$ cat config.mk
export PLATFORM = sky130hd
export DESIGN_NAME = nanoz80_uart
export DESIGN_NICKNAME = d
export VERILOG_FILES = /design/src/rtl/nanoz80_uart_pkg.sv /design/src/rtl/nanoz80_uart_fifo.sv /design/src/rtl/nanoz80_uart.sv
export SDC_FILE = /design/constraint.sdc
export NUM_CORES = 1
export LEC_CHECK = 0
export ABC_AREA = 1
export CAP_MARGIN = 40
export CELL_PAD_IN_SITES_DETAIL_PLACEMENT = 1
export CELL_PAD_IN_SITES_GLOBAL_PLACEMENT = 2
export CORE_ASPECT_RATIO = 1.25
export CORE_MARGIN = 3
export CORE_UTILIZATION = 38
export DETAILED_ROUTE_END_ITERATION = 16
export GPL_TIMING_DRIVEN = 0
export PLACE_DENSITY_LB_ADDON = 0.1
export SLEW_MARGIN = 40
export SYNTH_ARGS = -nofsm -noshare
export SYNTH_HDL_FRONTEND = slang
export SYNTH_SLANG_ARGS = --single-unit
$ cat constraint.sdc
create_clock -name clk_i -period 2.26 [get_ports clk_i]
set_clock_uncertainty 0.1 [all_clocks]
set_input_delay 0.226 -clock clk_i [delete_from_list [all_inputs] [get_ports clk_i]]
set_output_delay 0.226 -clock clk_i [all_outputs]
set_load 0.03 [all_outputs]
$ cat src/rtl/nanoz80_uart_pkg.sv
// nanoz80_uart shared definitions: register offsets, bit indices, FSM states.
// Optional interrupt support is enabled with NANOZ80_UART_IRQ_EN.
package nanoz80_uart_pkg;

   localparam logic [1:0] OFF_DATA   = 2'd0;
   localparam logic [1:0] OFF_STATUS = 2'd1;
   localparam logic [1:0] OFF_CTRL   = 2'd2;
   localparam logic [1:0] OFF_IER    = 2'd3;

   localparam int ST_RX_AVAIL  = 0;
   localparam int ST_TX_READY  = 1;
   localparam int ST_OVERRUN   = 2;
   localparam int ST_FRAME_ERR = 3;

   localparam int CTRL_CLR  = 0;
   localparam int CTRL_LOOP = 1;

   typedef enum logic [1:0] {
      S_IDLE  = 2'd0,
      S_START = 2'd1,
      S_DATA  = 2'd2,
      S_STOP  = 2'd3
   } uart_st_e;

endpackage

$ cat src/rtl/nanoz80_uart_fifo.sv
// Synchronous FIFO with full/empty flags; push and pop may share a cycle,
// including a push into a full FIFO that is popped in the same cycle.
module nanoz80_uart_fifo #(
   parameter int DEPTH = 4,
   parameter int WIDTH = 8
) (
   input  logic             clk_i,
   input  logic             rst_n_i,
   input  logic             push_i,
   input  logic             pop_i,
   input  logic [WIDTH-1:0] din_i,
   output logic [WIDTH-1:0] dout_o,
   output logic             full_o,
   output logic             empty_o
);

   localparam int AW = $clog2(DEPTH);

   logic [AW:0]      wp_q, rp_q;
   logic [WIDTH-1:0] mem_q [DEPTH];
   logic             do_push, do_pop;

   assign empty_o = (wp_q == rp_q);
   assign full_o  = (wp_q[AW] != rp_q[AW]) &&
                    (wp_q[AW-1:0] == rp_q[AW-1:0]);
   assign do_pop  = pop_i & ~empty_o;
   assign do_push = push_i & (~full_o | do_pop);
   assign dout_o  = mem_q[rp_q[AW-1:0]];

   always_ff @(posedge clk_i or negedge rst_n_i) begin
      if (!rst_n_i) begin
         wp_q <= '0;
         rp_q <= '0;
      end else begin
         if (do_push) wp_q <= wp_q + 1'b1;
         if (do_pop)  rp_q <= rp_q + 1'b1;
      end
   end

   always_ff @(posedge clk_i) begin
      if (do_push) mem_q[wp_q[AW-1:0]] <= din_i;
   end

endmodule

$ cat src/rtl/nanoz80_uart.sv
// Z80 I/O-mapped 8N1 UART: TX holding register, RX FIFO, status/ctrl regs.
// Define NANOZ80_UART_IRQ_EN to add the IER register and int_n_o output.
module nanoz80_uart
   import nanoz80_uart_pkg::*;
#(
   parameter int CLK_DIV  = 234,
   parameter int RX_DEPTH = 4
) (
   input  logic       clk_i,
   input  logic       rst_n_i,
   input  logic       cs_i,
   input  logic       wr_n,
   input  logic       rd_n,
   input  logic [1:0] addr_i,
   input  logic [7:0] data_i,
   output logic [7:0] data_o,
   output logic       uart_tx_o,
   input  logic       uart_rx_i
`ifdef NANOZ80_UART_IRQ_EN
   ,
   output logic       int_n_o
`endif
);

   localparam int CW = $clog2(CLK_DIV);
   localparam logic [CW-1:0] DIV_M1  = CW'(CLK_DIV - 1);
   localparam logic [CW-1:0] HALF_M1 = CW'(CLK_DIV / 2 - 1);

   logic       wr_act, rd_act, wr_act_q, rd_act_q, wr_fire, rd_fire;
   logic       wr_data, wr_ctrl, clr;
   logic [7:0] data_q, rd_val;
   logic       loop_q, ovr_q, ferr_q;

   logic       hold_full_q, tx_q;
   logic [7:0] hold_q, tx_sh_q;
   logic [2:0] tx_bit_q;
   logic [CW-1:0] tx_cnt_q;
   uart_st_e   tx_st_q;

   logic [1:0] rx_sync_q;
   logic       rx_s, rx_done, rx_push, ferr_ev, ovr_ev;
   logic [7:0] rx_sh_q;
   logic [2:0] rx_bit_q;
   logic [CW-1:0] rx_cnt_q;
   uart_st_e   rx_st_q;

   logic       f_pop, f_full, f_empty;
   logic [7:0] f_dout;

   assign wr_act  = cs_i & ~wr_n;
   assign rd_act  = cs_i & ~rd_n;
   assign wr_fire = wr_act & ~wr_act_q;
   assign rd_fire = rd_act & ~rd_act_q;
   assign wr_data = wr_fire && (addr_i == OFF_DATA);
   assign wr_ctrl = wr_fire && (addr_i == OFF_CTRL);
   assign clr     = wr_ctrl & data_i[CTRL_CLR];
   assign f_pop   = rd_fire && (addr_i == OFF_DATA) && !f_empty;

   assign rx_s    = loop_q ? tx_q : rx_sync_q[1];
   assign rx_done = (rx_st_q == S_STOP) && (rx_cnt_q == DIV_M1);
   assign rx_push = rx_done & rx_s;
   assign ferr_ev = rx_done & ~rx_s;
   // A pop in the same cycle frees a slot, so only an unpopped full FIFO overruns
   assign ovr_ev  = rx_push & f_full & ~f_pop;

   assign data_o    = data_q;
   assign uart_tx_o = tx_q;

`ifdef NANOZ80_UART_IRQ_EN
   logic [1:0] ier_q;
   logic       int_n_q;

   assign int_n_o = int_n_q;

   always_ff @(posedge clk_i or negedge rst_n_i) begin
      if (!rst_n_i) begin
         ier_q   <= '0;
         int_n_q <= 1'b1;
      end else begin
         if (wr_fire && (addr_i == OFF_IER)) ier_q <= data_i[1:0];
         int_n_q <= ~((ier_q[0] & ~f_empty) | (ier_q[1] & ~hold_full_q));
      end
   end
`endif

   always_comb begin
      rd_val = 8'h00;
      unique case (addr_i)
         OFF_DATA:   rd_val = f_empty ? 8'h00 : f_dout;
         OFF_STATUS: rd_val = {4'b0, ferr_q, ovr_q, ~hold_full_q, ~f_empty};
         OFF_CTRL:   rd_val = {6'b0, loop_q, 1'b0};
`ifdef NANOZ80_UART_IRQ_EN
         OFF_IER:    rd_val = {6'b0, ier_q};
`else
         OFF_IER:    rd_val = 8'h00;
`endif
      endcase
   end

   always_ff @(posedge clk_i or negedge rst_n_i) begin
      if (!rst_n_i) begin
         wr_act_q <= 1'b0;
         rd_act_q <= 1'b0;
         data_q   <= '0;
         loop_q   <= 1'b0;
         ovr_q    <= 1'b0;
         ferr_q   <= 1'b0;
      end else begin
         wr_act_q <= wr_act;
         rd_act_q <= rd_act;
         if (rd_fire)     data_q <= rd_val;
         else if (!rd_act) data_q <= '0;
         if (wr_ctrl) loop_q <= data_i[CTRL_LOOP];
         ovr_q  <= (ovr_q & ~clr) | ovr_ev;
         ferr_q <= (ferr_q & ~clr) | ferr_ev;
      end
   end

   always_ff @(posedge clk_i or negedge rst_n_i) begin
      if (!rst_n_i) begin
         tx_st_q     <= S_IDLE;
         tx_cnt_q    <= '0;
         tx_bit_q    <= '0;
         tx_sh_q     <= '0;
         hold_q      <= '0;
         hold_full_q <= 1'b0;
         tx_q        <= 1'b1;
      end else begin
         if (wr_data && !hold_full_q) begin
            hold_q      <= data_i;
            hold_full_q <= 1'b1;
         end
         unique case (tx_st_q)
            S_IDLE: begin
               if (hold_full_q) begin
                  tx_sh_q     <= hold_q;
                  hold_full_q <= 1'b0;
                  tx_cnt_q    <= '0;
                  tx_q        <= 1'b0;
                  tx_st_q     <= S_START;
               end
            end
            S_START: begin
               if (tx_cnt_q == DIV_M1) begin
                  tx_cnt_q <= '0;
                  tx_bit_q <= '0;
                  tx_q     <= tx_sh_q[0];
                  tx_st_q  <= S_DATA;
               end else begin
                  tx_cnt_q <= tx_cnt_q + 1'b1;
               end
            end
            S_DATA: begin
               if (tx_cnt_q == DIV_M1) begin
                  tx_cnt_q <= '0;
                  if (tx_bit_q == 3'd7) begin
                     tx_q    <= 1'b1;
                     tx_st_q <= S_STOP;
                  end else begin
                     tx_bit_q <= tx_bit_q + 1'b1;
                     tx_sh_q  <= tx_sh_q >> 1;
                     tx_q     <= tx_sh_q[1];
                  end
               end else begin
                  tx_cnt_q <= tx_cnt_q + 1'b1;
               end
            end
            S_STOP: begin
               if (tx_cnt_q == DIV_M1) begin
                  tx_cnt_q <= '0;
                  // Chain straight into the next start bit when a byte waits
                  if (hold_full_q) begin
                     tx_sh_q     <= hold_q;
                     hold_full_q <= 1'b0;
                     tx_q        <= 1'b0;
                     tx_st_q     <= S_START;
                  end else begin
                     tx_st_q <= S_IDLE;
                  end
               end else begin
                  tx_cnt_q <= tx_cnt_q + 1'b1;
               end
            end
         endcase
      end
   end

   always_ff @(posedge clk_i or negedge rst_n_i) begin
      if (!rst_n_i) begin
         rx_sync_q <= 2'b11;
         rx_st_q   <= S_IDLE;
         rx_cnt_q  <= '0;
         rx_bit_q  <= '0;
         rx_sh_q   <= '0;
      end else begin
         rx_sync_q <= {rx_sync_q[0], uart_rx_i};
         unique case (rx_st_q)
            S_IDLE: begin
               if (!rx_s) begin
                  rx_cnt_q <= '0;
                  rx_st_q  <= S_START;
               end
            end
            S_START: begin
               if (rx_cnt_q == HALF_M1) begin
                  rx_cnt_q <= '0;
                  rx_bit_q <= '0;
                  rx_st_q  <= rx_s ? S_IDLE : S_DATA;
               end else begin
                  rx_cnt_q <= rx_cnt_q + 1'b1;
               end
            end
            S_DATA: begin
               if (rx_cnt_q == DIV_M1) begin
                  rx_cnt_q <= '0;
                  rx_sh_q  <= {rx_s, rx_sh_q[7:1]};
                  if (rx_bit_q == 3'd7) rx_st_q <= S_STOP;
                  else rx_bit_q <= rx_bit_q + 1'b1;
               end else begin
                  rx_cnt_q <= rx_cnt_q + 1'b1;
               end
            end
            S_STOP: begin
               if (rx_cnt_q == DIV_M1) begin
                  rx_cnt_q <= '0;
                  rx_st_q  <= S_IDLE;
               end else begin
                  rx_cnt_q <= rx_cnt_q + 1'b1;
               end
            end
         endcase
      end
   end

   nanoz80_uart_fifo #(
      .DEPTH (RX_DEPTH),
      .WIDTH (8)
   ) u_rx_fifo (
      .clk_i   (clk_i),
      .rst_n_i (rst_n_i),
      .push_i  (rx_push),
      .pop_i   (f_pop),
      .din_i   (rx_sh_q),
      .dout_o  (f_dout),
      .full_o  (f_full),
      .empty_o (f_empty)
   );

endmodule

==> results of run 1 <==
area by class of cell:
type	count	share of cell area, %
clock inverter	6	1.077
timing repair buffer	32	6.189
clock buffer	10	3.866
buffer	8	0.8238
tap	168	3.549
inverter	53	3.359
sequential	105	47.13
multi-input combinational	349	34.01
worst paths after layout:
check / endpoint / depth (start not counted) / slack [ps] / from
min: rx_sync_q[0] / 1 / 180 / uart_rx_i
max in group asynchronous: rx_cnt_q[4] / 3 / 1310 / rst_n_i
max: u_rx_fifo.mem_q[3][6] / 11 / 130 / rx_cnt_q[1]
max reg2reg: u_rx_fifo.mem_q[3][6] / 11 / 130 / rx_cnt_q[1]
min reg2reg: rx_sync_q[1] / 0 / 260 / rx_sync_q[0]
min in group asynchronous: tx_cnt_q[5] / 2 / 230 / rst_n_i
power by group:
group	total, mW	internal (mW)	switching, mW
sequential	2.40	2.20	0.202
clock	1.53	0.777	0.756
combinational	1.72	0.652	1.07
total	5.66	3.63	2.03
timing repair:
item / in CTS / in global routing
pin swaps: 0 / 5
endpoints found under the hold margin: 35 / 0
gates resized for setup: 3 / 4
setup endpoints to repair: 32 / 34
cloned: 0 / 0
hold buffers: 1 / 0
setup buffers: 0 / 6
kinds of logic after synthesis:
logic type / synth area share [%]
AO/OA/AOI/OAI: 10.07
XOR/XNOR: 2.243
adder cells (fa/ha/maj): 4.984
buffers and inverters: 4.934
flip-flops: 55.59
multiplexers: 2.542
AND/OR/NAND/NOR: 19.64
stage by stage:
stage / power [mW] / util (%) / hold WS (ps) / instances
4_1_cts: 5.756 / 45.27 / 161.7 / 725
3_5_place_dp: 4.198 / 42.83 / 46.40 / 708
6_report: 5.657 / 46.15 / 177.9 / 731
2_1_floorplan: 3.671 / - / -169.6 / 515
3_3_place_gp: 4.119 / 42.63 / 257.1 / 707
5_1_grt: 6.081 / 46.15 / 170.2 / 731
synthesized netlist by cell type (8+ instances only):
library cell / n
o21ai_0: 44
o22ai_1: 8
nor2_1: 45
nand2_1: 119
a21oi_1: 8
nand3_1: 30
edfxtp_1: 32
o21ai_1: 9
o21ai_2: 11
inv_1: 47
ha_1: 20
dfrtp_1: 70
flip-flops by register name (all words and copies together), names as in the netlist, named ones only:
name / cells
loop_q: 1
rx_st_q: 1
rd_act_q: 1
rx_bit_q: 3
rx_cnt_q: 8
hold_q: 8
rx_sh_q: 8
uart_tx_o: 1
u_rx_fifo.rp_q: 3
tx_bit_q: 3
rx_sync_q: 2
hold_full_q: 1
ferr_q: 1
tx_st_q: 2
data_o: 8
u_rx_fifo.wp_q: 3
u_rx_fifo.mem_q: 32
tx_cnt_q: 8
wr_act_q: 1
ovr_q: 1
tx_sh_q: 8
routing by layer:
layer  track usage, %  share of wire [%]
met3            2.965                2.0
met2            29.90                 53
met5                0                  0
met4            7.509                2.1
met1            19.55                 43
worst max-delay path: stages, from the launching register on:
cell and delay (ps):
dfrtp_1 390, inv_1 100, ha_1 140, nand2_1 50, nor2_1 100, nand2_1 130
inv_2 130, nand2_2 100, nor2_4 170, nand2_4 130, nor2_4 150, buf_12 140
==> summary.txt, run 1 <==
Timing
  • Timing-limited maximum frequency: 469.6 MHz
  • Slew at the pin closest to its max-slew limit: ~400 ps
  • Period utilization: 94.22%
  • Total negative slack: 0 ps
  • Endpoints failing hold: 0
  • Setup-failing EPs final: 0
  • Slew headroom: 73.61%
  • Number of max-slew violations in the final report: 0
  • Slack of the critical path: 130.6 ps
  • Clock period minus worst slack: 2129 ps

Drt
  • Post-route antenna net violation count: 0
  • Starting DRT DRC Count: 144
  • Detailed-route wire length per cell: approximately 15 µm
  • DRC violation count after routing: 0
  • Count of vias placed by the detailed router: 3576
  • Total detailed-routing wirelength: 11.19 mm
  • Vias per std cell: 4.892
  • Drt first pass iters: 4

Synthesis
  • Most common flop cell mapped by yosys: dfrtp_1
  • Async set-reset flop share out of synthesis: roughly 70%
  • Flip-flop and latch count after synthesis: between 100 and 150
  • Proportion of synthesized chip area in sequential cells: 55.59%
  • Top cells by area in the synthesized netlist: dfrtp_1, edfxtp_1, nand2_1, ha_1, o21ai_0
  • Number of enable flip-flop cells after synthesis: 32
  • Post-synthesis cell type with the largest combined area: dfrtp_1
  • Syn avg cell area: 9.750 µm²
  • Top cell type's share of synthesized area: approximately a third
  • Yosys cell types: 36
  • Synthesized instance count: about 520
  • Post-synthesis instance area: about 5000 µm²
  • Yosys warnings: 0
  • Mapped Nets: 551

Setup path
  • Critical path data arrival time: 2100 ps
  • Maximum fanout along the worst path: 8
  • Setup crit start kind: flip-flop
  • Worst path required time: 2230 ps
  • Critical path class: flip-flop to flip-flop
  • Endpoint class of the critical path: flip-flop

Clock tree
  • Clk pin slew, worst setup/hold paths: 70 ps
  • Later-pin clock latency in the skew report: around 360 ps
  • Number of buffers inserted during clock tree synthesis: 9
  • Count of clock tree sinks: ~110
  • Clock tree from TritonCTS: yes
  • Root buf cell: clkbuf_16
  • Clock Tree Buf Depth: 2
  • CTS H-tree depth: 3

GRT
  • GR Overflow Total: 0
  • Number of antenna violations at the first check in global routing: 0
  • Wire length of the first global-routing pass: 19.08 mm
  • Pin count of the biggest net entering global routing: 39
  • Via count of the first global-routing pass: 3884
  • Global-route usage over all layers: 16.81%

Run status
  • Result of the run: complete, no violations

Floorplanning
  • Top-Level Pins: 25
  • Core area: 12830 µm²
  • Starting density of the core: 39.12%
  • Num rows: 46
  • Width of the die: 108.8 µm
  • Die height: 134.5 µm
  • Area of the die: 14640 µm²

Power
  • Areal power density over the cells: between 900 and 1000 nW/µm²
  • Worst IR Drop VDD: between 0.0004 and 0.0005 V
  • Pleak: about 2.7 nW

Cells and area
  • Post-route cell area: between 5000 and 6000 µm²
  • Area Growth Syn to Fin: 17.97%
  • Top library cells by usage in the layout, fill and taps aside: nand2_1, dfrtp_1, inv_1
  • N_diodes: 0
  • Register area: 2791 µm²
  • Fraction of final layout cells with drive strength greater than 1: between 10% and 20%
  • Final-layout fill cell count: 1467
  • Final nets: 594
  • Footprint of the multi-input gates: roughly 2000 µm²
  • Most common cell after layout, fill and taps aside: nand2_1

Placement
  • Post-Place Cell Area: 5498 µm²
  • Number of buffers inserted by port buffering: 24
  • DP HPWL: 8.098 mm
  • Final Wtd Congestion: 0.7786
  • Worst setup slack before clock tree synthesis: -510.2 ps

Job
  • # Max-Cap Violations: 0

Min path
  • Worst min-delay path category: primary input to flip-flop
(Power assumes the default switching activity.)
==> run 2, diff against run 1 <==
--- a/config.mk
+++ b/config.mk
@@ -6,10 +6,8 @@
 export NUM_CORES = 1
 export LEC_CHECK = 0
 export ABC_AREA = 1
-export CAP_MARGIN = 40
 export CELL_PAD_IN_SITES_DETAIL_PLACEMENT = 1
 export CELL_PAD_IN_SITES_GLOBAL_PLACEMENT = 2
-export CORE_ASPECT_RATIO = 1.25
 export CORE_MARGIN = 3
 export CORE_UTILIZATION = 38
 export DETAILED_ROUTE_END_ITERATION = 16
==> run 2 against run 1 <==
Global-route usage barely moved; worst setup slack improved by 82 ps; maximum frequency rose by 4.0%; sequential power barely moved; via count rose by 1.3%; flip-flop and latch count did not move; clock-buffer cell count did not move; clock power fell by 3%; critical path type unchanged; largest power group unchanged.
==> summary.txt, run 2 (synthesis gave the netlist of run 1 again) <==
Clock tree
  • Count of clock tree sinks: 105 (unchanged)
  • Later-pin clock latency in the skew report: 340 ps (-20 ps)
  • Clock tree from TritonCTS: yes
  • Number of buffers inserted during clock tree synthesis: 9 (unchanged)
  • Root buf cell: clkbuf_16
  • CTS H-tree depth: 3 (unchanged)
  • Clk pin slew, worst setup/hold paths: 70 ps (about the same)
  • Clock Tree Buf Depth: 2 (unchanged)

Drt
  • Count of vias placed by the detailed router: 3623 (+1.3%)
  • Detailed-route wire length per cell: 15.00 µm (-2.0%)
  • Vias per std cell: 4.929 (+0.76%)
  • Total detailed-routing wirelength: 11.03 mm (-1.4%)
  • Starting DRT DRC Count: 159 (+10%)
  • Drt first pass iters: 4 (unchanged)
  • Post-route antenna net violation count: 0 (unchanged)
  • DRC violation count after routing: 0 (unchanged)

GRT
  • Pin count of the biggest net entering global routing: 54 (+38%)
  • Wire length of the first global-routing pass: 19.43 mm (+1.8%)
  • Via count of the first global-routing pass: 3964 (+2.1%)
  • GR Overflow Total: 0 (unchanged)
  • Number of antenna violations at the first check in global routing: 0 (unchanged)
  • Global-route usage over all layers: 16.80% (about the same)

Timing
  • Setup-failing EPs final: 0 (unchanged)
  • Slew at the pin closest to its max-slew limit: 394.2 ps (+1.194 ps)
  • Clock period minus worst slack: 2047 ps (-82.00 ps)
  • Endpoints failing hold: 0 (unchanged)
  • Slack of the critical path: 212.6 ps (+82.00 ps)
  • Number of max-slew violations in the final report: 0 (unchanged)
  • Timing-limited maximum frequency: 488.4 MHz (+4.0%)
  • Slew headroom: 73.58% (about the same)
  • Period utilization: 90.59% (-3.6 points)

Run status
  • Result of the run: complete, no violations

Job
  • # Max-Cap Violations: 0 (unchanged)

Floorplanning
  • Starting density of the core: 39.31% (+0.19 points)
  • Width of the die: 121.0 µm (+11%)
  • Area of the die: 14630 µm² (about the same)
  • Core area: 12770 µm² (-0.48%)
  • Die height: 121.0 µm (-10%)
  • Num rows: 41 (-11%)
  • Top-Level Pins: 25 (unchanged)

Placement
  • Number of buffers inserted by port buffering: 24 (unchanged)
  • Placed instance count: 712 (+0.56%)
  • Worst setup slack before clock tree synthesis: -461.7 ps (+48.47 ps)
  • Final Wtd Congestion: 0.7565 (-2.8%)
  • DP HPWL: 8.037 mm (-0.76%)

Cells and area
  • Fraction of final layout cells with drive strength greater than 1: 14.56% (unchanged)
  • Finished Layout Cells: 735 (+0.55%)
  • Footprint of the multi-input gates: 2014 µm² (unchanged)
  • Top library cells by usage in the layout, fill and taps aside: nand2_1, dfrtp_1, inv_1
  • Area Growth Syn to Fin: 18.12%
  • N_diodes: 0 (unchanged)
  • Most common cell after layout, fill and taps aside: nand2_1
  • Register area: 2791 µm² (unchanged)
  • Final nets: 595 (+0.17%)
  • Flip-flop count of the largest register after layout: 32 (unchanged)
  • Final-layout fill cell count: 1413 (-3.7%)

Power
  • Worst IR Drop VDD: 0.0004298 V (-13%)
  • Areal power density over the cells: 943.0 nW/µm² (-1.3%)
  • Pleak: 2.711 nW (+0.23%)

Setup path
  • Maximum fanout along the worst path: 8 (unchanged)
  • Endpoint class of the critical path: flip-flop
  • Buffers & Inverters on Critical Path: 3 (unchanged)
  • Number of cells traversed by the worst register-to-register path: 11 (unchanged)
  • Cell type group with the largest total delay on the critical path: simple AND/OR/NAND/NOR gates
  • Critical path cell sequence: inv_1 -> ha_1 -> nand2_1 -> nor2_1 -> nand2_1 -> inv_2 -> nand2_2 -> nor2_4 -> nand2_4 -> nor2_4 -> buf_12
  • Maximum single-stage delay on the critical path: 400 ps (about the same)
  • Worst path required time: 2220 ps (about the same)
  • Critical path class: flip-flop to flip-flop
  • Reg-to-reg startpoint: rx_cnt_q[1]
  • Slack of the worst reg-to-reg path: 210 ps (+80 ps)
  • Setup crit start kind: flip-flop
  • Slowest CP cell: dfrtp_1
  • Crit Reg-Reg Endpoint: u_rx_fifo.mem_q[0][6]
  • Critical path data arrival time: 2010 ps (-90 ps)

Min path
  • Worst min-delay path category: primary input to asynchronous set/reset pin
[run 2: cell count changes in the layout (fill, tap and decap cells not counted), sizes merged]
| cell | change |
|---|---|
| clkinv | +1 |
| buf | +1 |
| inv | -2 |
[run 2: how the worst max path moves through the flow]
stage | slack [ps] | from | to | depth (start not counted)
floorplan | 240 | rx_cnt_q[1] | u_rx_fifo.mem_q[0][0] | 10
global placement | -2040 | rst_n_i | hold_q[5] | 1
detailed placement | -460 | cs_i | u_rx_fifo.mem_q[3][4] | 9
CTS | -60 | rx_cnt_q[1] | u_rx_fifo.mem_q[3][5] | 10
global route | -5 | rx_cnt_q[1] | u_rx_fifo.mem_q[3][7] | 11
finish | 210 | rx_cnt_q[1] | u_rx_fifo.mem_q[0][6] | 11
[run 2: cell type report]
| cell class | instances | share of cell area [%] |
|---|---|---|
| sequential | 105 | 47.07 |
| timing repair buffer | 33 | 6.435 |
| buffer | 8 | 0.8228 |
| tap | 172 | 3.629 |
| clock inverter | 5 | 0.5063 |
| inverter | 53 | 3.354 |
| clock buffer | 10 | 4.219 |
| multi-input combinational | 349 | 33.97 |
[run 2: where the power goes]
group	leakage, nW	total (mW)	switching (mW)	internal (mW)
Combinational	1.25	1.72	1.06	0.653
Sequential	1.32	2.40	0.198	2.20
Clock	0.137	1.48	0.675	0.802
Total	2.71	5.59	1.94	3.66
[run 2: worst register-to-register path, cell delays in order, from the launching register on]
cell     delay [ps]
dfrtp_1         400
inv_1           110
ha_1            150
nand2_1          50
nor2_1           90
nand2_1         110
inv_2           100
nand2_2          70
nor2_4          160
nand2_4         130
nor2_4          150
buf_12          140
[run 2: repair_timing]
| item | in CTS | in global routing |
|---|---|---|
| resized for setup | 4 | 5 |
| buffers inserted | 0 | 7 |
| setup endpoints to repair | 32 | 34 |
| pin swaps | 0 | 5 |
| hold buffers | 1 | 0 |
| endpoints found under the hold margin | 70 | 0 |
[run 2: through the flow]
step | power (mW) | TNS [ps] | util, % | hold WS (ps) | area (µm²)
3_5_place_dp | 4.183 | -14670 | 43.10 | 2.083 | 5505
6_report | 5.593 | 0 | 46.43 | 201.0 | 5931
5_1_grt | 6.045 | -19.36 | 46.43 | 186.2 | 5931
3_3_place_gp | 4.106 | -159740 | 42.87 | 248.3 | 5477
4_1_cts | 5.704 | -1807 | 45.45 | 188.9 | 5806
2_1_floorplan | 3.671 | 0 | - | -169.6 | 5021
[run 2: routing by layer]
layer / GRT usage [%] / vias up / share of wire (%)
li1: - / 1792 / -
met1: 22.19 / 1780 / 47
met2: 28.03 / 38 / 49
met3: 2.704 / 13 / 3.0
met4: 5.949 / 0 / 1.5
met5: 0 / - / 0
==> run 3, diff against run 2 <==
--- a/config.mk
+++ b/config.mk
@@ -8,8 +8,7 @@
 export ABC_AREA = 1
 export CELL_PAD_IN_SITES_DETAIL_PLACEMENT = 1
 export CELL_PAD_IN_SITES_GLOBAL_PLACEMENT = 2
-export CORE_MARGIN = 3
-export CORE_UTILIZATION = 38
+export CORE_UTILIZATION = 39
 export DETAILED_ROUTE_END_ITERATION = 16
 export GPL_TIMING_DRIVEN = 0
 export PLACE_DENSITY_LB_ADDON = 0.1
==> run 3 against run 2 <==
The flow now finishes with violations (setup timing); cell count fell by 0.82%; combinational power about the same; non-clock buffer count decreased by 7; largest power group unchanged; wire length down 3.2%; hold slack got worse by 2.0 ps; clock power barely moved; flip-flop and latch count stayed put; sequential power barely moved.
==> summary.txt, run 3 (synthesis gave the netlist of run 1 again) <==
Placement
  • Final Wtd Congestion: 0.7687 (+1.6%)
  • DP HPWL: 7.745 mm (-3.6%)
  • Number of buffers inserted by port buffering: 24 (unchanged)

GRT
  • Global-route usage over all layers: 17.96% (+1.2 points)
  • Pin count of the biggest net entering global routing: 43 (-20%)
  • Number of antenna violations at the first check in global routing: 0 (unchanged)
  • Wire length of the first global-routing pass: 18.11 mm (-6.8%)
  • Via count of the first global-routing pass: 3602 (-9.1%)
  • GR Overflow Total: 0 (unchanged)

Floorplanning
  • Area of the die: 13330 µm² (-8.9%)
  • Die height: 115.5 µm (-4.5%)
  • Num rows: 41 (unchanged)
  • Starting density of the core: 39.95% (+0.64 points)
  • Top-Level Pins: 25 (unchanged)
  • Core area: 12570 µm² (-1.6%)
  • Width of the die: 115.5 µm (-4.5%)

Job
  • # Max-Cap Violations: 0 (unchanged)

Clock tree
  • Number of setup buffers added after CTS: 0 (unchanged)
  • Clock tree from TritonCTS: yes
  • Clock Tree Buf Depth: 2 (unchanged)
  • Count of clock tree sinks: 105 (unchanged)
  • Later-pin clock latency in the skew report: 350 ps (about the same)
  • Root buf cell: clkbuf_16
  • Number of buffers inserted during clock tree synthesis: 9 (unchanged)
  • CTS H-tree depth: 3 (unchanged)
  • Clk pin slew, worst setup/hold paths: 70 ps (about the same)

Timing
  • Number of max-slew violations in the final report: 0 (unchanged)
  • Slew at the pin closest to its max-slew limit: 543.9 ps (+149.7 ps)
  • Endpoints failing hold: 0 (unchanged)
  • Slew headroom: 63.70% (-9.9 points)
  • Period utilization: 100.0% (+9.4 points)
  • Slack of the critical path: -0.3328 ps (-213.0 ps)
  • Unrepaired setup endpoints after global routing: true
  • Worst-case hold slack: 199.0 ps (-1.963 ps)
  • Setup-failing EPs final: 1 (+1)
  • Timing-limited maximum frequency: 442.4 MHz (-9.4%)
  • Clock period minus worst slack: 2260 ps (+213.0 ps)

Setup path
  • Critical path data arrival time: 2150 ps (+140 ps)
  • Worst path required time: 2150 ps (-70 ps)
  • Reg-to-reg startpoint: rx_cnt_q[1]
  • Slack of the worst reg-to-reg path: -0.3 ps (-210 ps)
  • Maximum fanout along the worst path: 8 (unchanged)
  • Most frequent cell on the critical path: nand2_1
  • Slowest CP cell: nor2_2
  • Number of cells traversed by the worst register-to-register path: 10 (-1)
  • Maximum single-stage delay on the critical path: 440 ps (+40 ps)
  • Crit Reg-Reg Endpoint: u_rx_fifo.mem_q[0][6]
  • Critical path cell sequence: inv_1 -> ha_1 -> nand2_1 -> nor2_1 -> nand2_1 -> inv_2 -> nand2_2 -> nor2_4 -> nand2_4 -> nor2_2
  • Endpoint class of the critical path: flip-flop
  • Setup crit start kind: flip-flop
  • Critical path class: flip-flop to flip-flop

Power
  • Pleak: 2.665 nW (-1.7%)
  • Final total power: 5.611 mW (+0.32%)
  • Worst IR Drop VDD: 0.0004411 V (+2.6%)
  • Areal power density over the cells: 965.6 nW/µm² (+2.4%)

Drt
  • Starting DRT DRC Count: 171 (+7.5%)
  • Detailed-route wire length per cell: 14.64 µm (-2.4%)
  • Total detailed-routing wirelength: 10.68 mm (-3.2%)
  • Post-route antenna net violation count: 0 (unchanged)
  • Drt first pass iters: 4 (unchanged)
  • Vias per std cell: 4.920 (-0.18%)
  • DRC violation count after routing: 0 (unchanged)
  • Count of vias placed by the detailed router: 3587 (-0.99%)

Cells and area
  • Final nets: 588 (-1.2%)
  • Flip-flop count of the largest register after layout: 32 (unchanged)
  • Fraction of final layout cells with drive strength greater than 1: 13.64% (-0.92 points)
  • Most common cell after layout, fill and taps aside: nand2_1
  • Final-layout fill cell count: 1427 (+0.99%)
  • Top library cells by usage in the layout, fill and taps aside: nand2_1, dfrtp_1, inv_1
  • Area Growth Syn to Fin: 15.72%
  • N_diodes: 0 (unchanged)

Run status
  • Violated checks: setup timing
  • Result of the run: complete, but fails checks

Min path
  • Hold Path Cell Cnt: 1
  • Worst min-delay path category: primary input to flip-flop
  • Endpoint with the worst hold slack: rx_sync_q[0]
  • Hold wc startpoint: uart_rx_i
-- run 3: changes by cell type in the layout (fill, tap and decap cells not counted), sizes merged --
cell    change
clkbuf      +1
buf         -7
-- run 3: where the power goes --
group	internal, mW	total, mW	switching (mW)	leakage, nW
Combinational	0.653	1.72	1.07	1.21
Clock	0.802	1.49	0.684	0.139
Sequential	2.20	2.40	0.203	1.32
-- run 3: worst max-delay path, delay by kind of cell (launching register included) --
family	cells	cell delay (ps)
adder cells (fa/ha/maj)	1	150
buffers and inverters	2	220
flip-flops	1	400
AND/OR/NAND/NOR	7	1030
-- run 3: stage by stage --
stage	instance area [µm²]	util (%)	setup slack, ps	instances	setup TNS (ps)
after floorplan	5021	-	239.5	515	0
after global placement	5477	43.57	-2036	711	-159080
after detailed placement	5505	43.80	-509.2	712	-15020
after CTS	5808	46.21	-63.85	729	-1199
after global routing	5811	46.23	-201.0	729	-5675
final	5811	46.23	-0.3328	729	-0.3328
-- run 3: how the worst max path moves through the flow --
stage                      from               endpoint  slack (ps)  depth (start not counted)
floorplan           rx_cnt_q[1]  u_rx_fifo.mem_q[0][0]         240                         10
global placement        rst_n_i              hold_q[4]       -2040                          1
detailed placement         cs_i  u_rx_fifo.mem_q[3][6]        -510                          9
CTS                 rx_cnt_q[1]  u_rx_fifo.mem_q[3][6]         -60                         10
global route        rx_cnt_q[1]  u_rx_fifo.mem_q[0][6]        -200                         10
finish              rx_cnt_q[1]  u_rx_fifo.mem_q[0][6]        -0.3                         10
-- run 3: timing repair --
action	4_1_cts	5_1_grt
endpoints found under the hold margin	31	0
resized for setup	4	1
gates cloned	0	0
setup endpoints to repair	32	33
hold buffers	1	0
-- run 3: per-layer routing --
metal / wire length [µm] / part of all wire [%] / track usage [%]
met5: 0 / 0 / 0
met3: 283 / 2.7 / 3.713
met2: 4803 / 45 / 27.43
met1: 5391 / 51 / 25.11
met4: 196 / 1.8 / 6.926
-- run 3: layout make-up --
class                   instances  area (µm²)  area share [%]
well taps                     172       215.2           3.704
multi-input cells             349        1994           34.32
clock buffers                  11       252.7           4.350
flip-flops and latches        105        2791           48.04
repair buffers                 26       279.0           4.802
clock inverters                 5       30.03          0.5168
plain buffers                   8       48.80          0.8398
inverters                      53       198.9           3.424
